**config.mk**
```make
export PLATFORM = sky130hd
export DESIGN_NAME = stim_seq
export DESIGN_NICKNAME = d
export VERILOG_FILES = /design/src/rtl/stim_seq.sv
export SDC_FILE = /design/constraint.sdc
export NUM_CORES = 1
export LEC_CHECK = 0
export CORE_MARGIN = 5
export CORE_UTILIZATION = 30
export DETAILED_ROUTE_END_ITERATION = 10
export SYNTH_ARGS = -nofsm -noshare
export SYNTH_HDL_FRONTEND = slang
export SYNTH_SLANG_ARGS = --single-unit
```
**constraint.sdc**
```tcl
create_clock -name clock -period 2.35 [get_ports clock]
set_clock_uncertainty 0.1 [all_clocks]
set_input_delay 0.47 -clock clock [delete_from_list [all_inputs] [get_ports clock]]
set_output_delay 0.47 -clock clock [all_outputs]
set_load 0.02 [all_outputs]
```
**src/rtl/stim_seq.sv**
```systemverilog
// Purpose: stimulus bit sequencer emitting LEN bits per run from a counter or Galois LFSR pattern register.
// Latency: first bit appears on a one cycle after start is sampled; done pulses one cycle after the last consumed bit.
// Backpressure: hold stalls the current bit (RUN->PAUSE), pattern and count frozen until hold drops.
module stim_seq #(
    parameter int          MODE = 0,      // 0 = binary up-counter, 1 = 8-bit Galois LFSR
    parameter int          LEN  = 8,      // bits emitted per run, 1..255
    parameter logic [7:0]  SEED = 8'hA5   // value loaded into the pattern register at run start
) (
    input  logic       clock,
    input  logic       reset_n,
    input  logic       start,
    input  logic       hold,
    output logic       a,
    output logic       a_valid,
    output logic       busy,
    output logic       done,
    output logic [7:0] count
);

    typedef enum logic [1:0] {
        IDLE  = 2'd0,
        RUN   = 2'd1,
        PAUSE = 2'd2,
        DONE  = 2'd3
    } state_t;

    // An all-zero LFSR never leaves zero, so substitute a non-zero load value.
    localparam logic [7:0] LOAD_VAL = ((MODE == 1) && (SEED == 8'h00)) ? 8'h01 : SEED;
    localparam logic [7:0] LEN_B    = 8'(LEN);
    localparam logic [7:0] LFSR_TAP = 8'hB8;

    state_t     r_state;
    state_t     w_next_state;
    logic [7:0] r_pattern;
    logic [7:0] r_count;
    logic [7:0] w_pattern_adv;
    logic [7:0] w_count_inc;
    logic       w_load;
    logic       w_consume;
    logic       w_last;

    // Next pattern value for either sequence source.
    always_comb begin
        w_pattern_adv = r_pattern + 8'd1;
        if (MODE == 1) begin
            w_pattern_adv = (r_pattern >> 1) ^ (r_pattern[0] ? LFSR_TAP : 8'h00);
        end
    end

    // count never exceeds LEN-1 while in RUN, so the 8-bit increment cannot wrap here.
    assign w_count_inc = r_count + 8'd1;
    assign w_last      = (w_count_inc == LEN_B);

    // State register.
    always_ff @(posedge clock or negedge reset_n) begin
        if (!reset_n) begin
            r_state <= IDLE;
        end else begin
            r_state <= w_next_state;
        end
    end

    // Next-state decode plus load/consume strobes for the datapath.
    always_comb begin
        w_next_state = r_state;
        w_load       = 1'b0;
        w_consume    = 1'b0;
        case (r_state)
            IDLE: begin
                // hold is irrelevant on the launching edge
                if (start) begin
                    w_next_state = RUN;
                    w_load       = 1'b1;
                end
            end
            RUN: begin
                if (hold) begin
                    w_next_state = PAUSE;
                end else begin
                    w_consume = 1'b1;
                    if (w_last) begin
                        w_next_state = DONE;
                    end
                end
            end
            PAUSE: begin
                // resuming edge only re-enters RUN; the pending bit is consumed later
                if (!hold) begin
                    w_next_state = RUN;
                end
            end
            DONE: begin
                w_next_state = IDLE;
            end
            default: begin
                w_next_state = IDLE;
            end
        endcase
    end

    // Pattern and bit counter: load at run start, advance on every consumed bit, otherwise hold.
    always_ff @(posedge clock or negedge reset_n) begin
        if (!reset_n) begin
            r_pattern <= 8'h00;
            r_count   <= 8'h00;
        end else if (w_load) begin
            r_pattern <= LOAD_VAL;
            r_count   <= 8'h00;
        end else if (w_consume) begin
            r_pattern <= w_pattern_adv;
            r_count   <= w_count_inc;
        end
    end

    // All outputs are decoded purely from registered state.
    assign a       = r_pattern[0];
    assign a_valid = (r_state == RUN);
    assign busy    = (r_state != IDLE);
    assign done    = (r_state == DONE);
    assign count   = r_count;

endmodule

```
# == After elaboration in Yosys (flattened, before gate mapping) ==
# Cells that the tools add are included.
# classes
n_addsub,2
eq_ne,7
muxes,13
reduce_logical,4
# ops
cell,count
$mux W8,4
$add A8 B1 Y8 const B,2
$eq A8 B4 Y1 const B,1
$mux W2,4
$pmux W2 S4,1
$eq A2 B2 Y1 const B,2
$mux W1,4
$ne A2 B2 Y1 const B,2
$reduce_bool A2 Y1,2
$ne A3 B2 Y1 const B,1
$reduce_and A3 Y1,1
$eq A2 B1 Y1 const B,1
$logic_not A2 Y1,1
# word_totals
regBits,18
output_inout_bits,12

# == Longest topological paths before layout ==
# depth
ltp_word,5
mapped_depth,5

# == Worst setup path after synthesis ==
# OpenSTA, ideal clock, no wires.
# synth_timing
path_kind,register to register
from,"register r_count[0], in the netlist count[0]"
to,register r_state[1]
arrival_ns,1.648
setup_slack_ns,0.498
stages_incl_launch_ff,6
synth_period_minus_slack_ns,1.852
cell_sequence,dfrtp_1 ha_1 or4b_1 o41ai_1 a31oi_1 o41ai_2
# synth_between
elab_chain_cells,4
# synth_rtl
item,line_no,text
"start, declared",35,logic [7:0] r_count;
"start signal, assigned",111,r_count <= w_count_inc;
$add A8 B1 Y8,51,assign w_count_inc = r_count + 8'd1;
$eq A8 B4 Y1,52,assign w_last = (w_count_inc == LEN_B);
$ne A3 B2 Y1 (no line),--,
$reduce_and A3 Y1 (no line),--,
"end signal, assigned",59,r_state <= w_next_state;
"end, declared",32,state_t r_state;
# Every way passes these cells.
# A chain may end at the register's enable or synchronous reset.

# == Worst setup path in the final report ==
# layout_timing
from,register r_state[0]
to,output port a_valid
# layout_between
elab_chain_cells,1
# layout_rtl
item,line_no,text
$eq A2 B1 Y1,117,assign a_valid = (r_state == RUN);
"end, declared",14,"output logic a_valid,"
# Every way passes these cells.

==> out/metrics.cfg <==
[run_status]
outcome=completed

[yosys]
synth_area_leaders=dfrtp_1 (42%), o21ai_0 (6.9%), nand2_1 (4.0%)
yosysMostFrequentCell=dfrtp_1
synth-edff-count=0
syn-cell-area_um2=655.6
async_flop_share_pct=100.0
synthTopCellsByCount=dfrtp_1 (11), o21ai_0 (9), nand2_1 (7), nor2_1 (6), a21oi_1 (4)
syn_area_per_cell_um2=9.234
synthFlopType=dfrtp_1
synth_seq_cells=11
synthDistinctLibCells=28
ys_warn_count=0
synth.largest_area_cell=dfrtp_1
synth_nets=77
ys_seq_area_share_pct=41.98
synth.top_cell.area_share_pct=41.98
syn_inst=71

[clocking]
clk_latency_ps=270
cts-root-buf=clkbuf_4
cts.sinks=11
clk_path_buf_depth=2
post_cts_buffers=0
cts_resized=0
cts_tree=yes
cts_buffers=3
cts.htree.levels=1
cts.clk_slew.worst_paths_ps=70
hold_buffers=0

[power]
p_leak_nw=0.3450
total_power_mw=0.7323
power.internal_mw=0.4361
p_sw_mw=0.2962
swShare_pct=40.45
power.density_mw_per_mm2=860.8
clkPwrFrac_pct=18.5
vdd_drop_max_mv=0.4258
power_frac_comb_pct=43.6
seq_power_share_pct=37.9

[sta]
hold_ws_ps=439.5
min_period_ps=2188
drv_slew=0
fmax_mhz=457.0
layout_setup_ws_ps=161.9
hold_viol=0
setup_violations=0
tns_ps=0
maxSlewHeadroom_pct=64.46
final.period_utilization_pct=93.11
rsz0062_at_grt=false
worst_slew_pin_slew_ps=531.5

[floorplanning]
start_util_pct=30.52
die_y_um=56.75
std_cell_rows=17
dieWidth_um=56.75
fp.dieArea_mm2=0.003221
core_region_area_mm2=0.002148
ios=16

[flow_run]
drv_cap=0

[critical_path]
reg2reg_slack_ps=440
critical_path.startpoint_type=flop
crit_path_max_fanout=8
worstPathArrival_ps=1620
rr_worst_depth=5
regToRegStartpoint=count[0]$_DFFE_PN0P_
required_ps=1780
end_kind=primary output
r2r_end=r_state[1]$_DFFE_PN0P_
path_class=flop to primary output

[global_route]
grt_overflow_total=0
antenna_found_initial=0
grt.total_usage_pct=9.854
grt_pass1_vias=529
grt_max_degree=12
grt_pass1_wl_mm=2.415

[routing]
wirelength_mm=1.491
wl_per_cell_um=12.85
dr.pass1.iters=5
ant_nets=0
vias=594
avgViaCountPerCell=5.121
route.detailed.drc=0
drtIter0Drc=11

[place]
dpl.cell_count=112
place_hpwl_mm=1.060
place_area_um2=824.5
gp_congestion=0.7230
dp_slack_ps=213.9
port_buffers=15

[final_layout]
final_area_um2=850.8
diodes=0
drive_gt1_share_pct=6.818
area_growth_pct=29.77
layout.nets=95
final_core_utilization_pct=39.60
instances_no_fill=116

[min_path]
hold_path.class=primary input to asynchronous set/reset pin

==> cells in the final DEF, fill, tap and decap left out, drive strengths merged <==
master,n
o41ai,2
or2,1
nand4,1
and4,2
clkbuf,4
nor2b,3
xor2,2
xnor2,3
inv,3
and2,1
and3,1
a31oi,1
a22o,2
ha,2
o21ai,9
dfrtp,11
nor2,6
a211o,1
or3b,1
a21oi,4
nand3,2
clkdlybuf4s50,15
or4b,1
nand2,7
or3,1
o31ai,2
==> power by group through the flow <==
stage | Combinational, mW | Clock, mW | Sequential, mW
4_1_cts | 0.324 | 0.138 | 0.278
2_1_floorplan | 0.174 | 0 | 0.293
6_report | 0.320 | 0.135 | 0.278
3_5_place_dp | 0.321 | 0 | 0.281
3_3_place_gp | 0.321 | 0 | 0.281
5_1_grt | 0.351 | 0.142 | 0.285
==> registers in the layout (all words and copies together), names as in the netlist <==
name       cells
count          8
r_pattern      1
r_state        2
==> metal layers <==
| metal | vias up | track usage, % | wire, µm |
|---|---|---|---|
| li1 | 287 | - | - |
| met5 | - | 0 | 0 |
| met3 | 5 | 1.839 | 70 |
| met1 | 284 | 13.30 | 718 |
| met2 | 18 | 12.87 | 644 |
| met4 | 0 | 8.940 | 57 |
==> worst max path at each step <==
stage / start / to / slack [ps]
detailed placement: hold / count[3]$_DFFE_PN0P_ / 210
floorplan: count[0]$_DFFE_PN0P_ / r_state[1]$_DFFE_PN0P_ / 500
CTS: r_state[0]$_DFFE_PN0P_ / a_valid / 140
finish: r_state[0]$_DFFE_PN0P_ / a_valid / 160
global placement: hold / count[3]$_DFFE_PN0P_ / 250
global route: r_state[0]$_DFFE_PN0P_ / a_valid / 10
==> worst max-delay path: stages (launching register included) <==
cell	delay, ps
dfrtp_1	430
nor2b_1	260
clkdlybuf4s50_1	650
==> cell type report <==
class	count	area, µm²
sequential	11	275.3
multi-input combinational	55	352.8
clock buffer	4	26.28
tap	28	35.03
fill	221	1297
inverter	3	11.26
timing repair buffer	15	150.1
==> logic make-up (layout without fill, tap and decap cells) <==
group	Yosys count	after routing	synth area share, %
simple gates	27	27	22.33
compound gates	21	21	20.99
flops	11	11	41.98
xor+xnor	5	5	6.681
buf+inv	5	22	4.197
fa+ha+maj	2	2	3.816
Power figures use the tool's default switching activity.
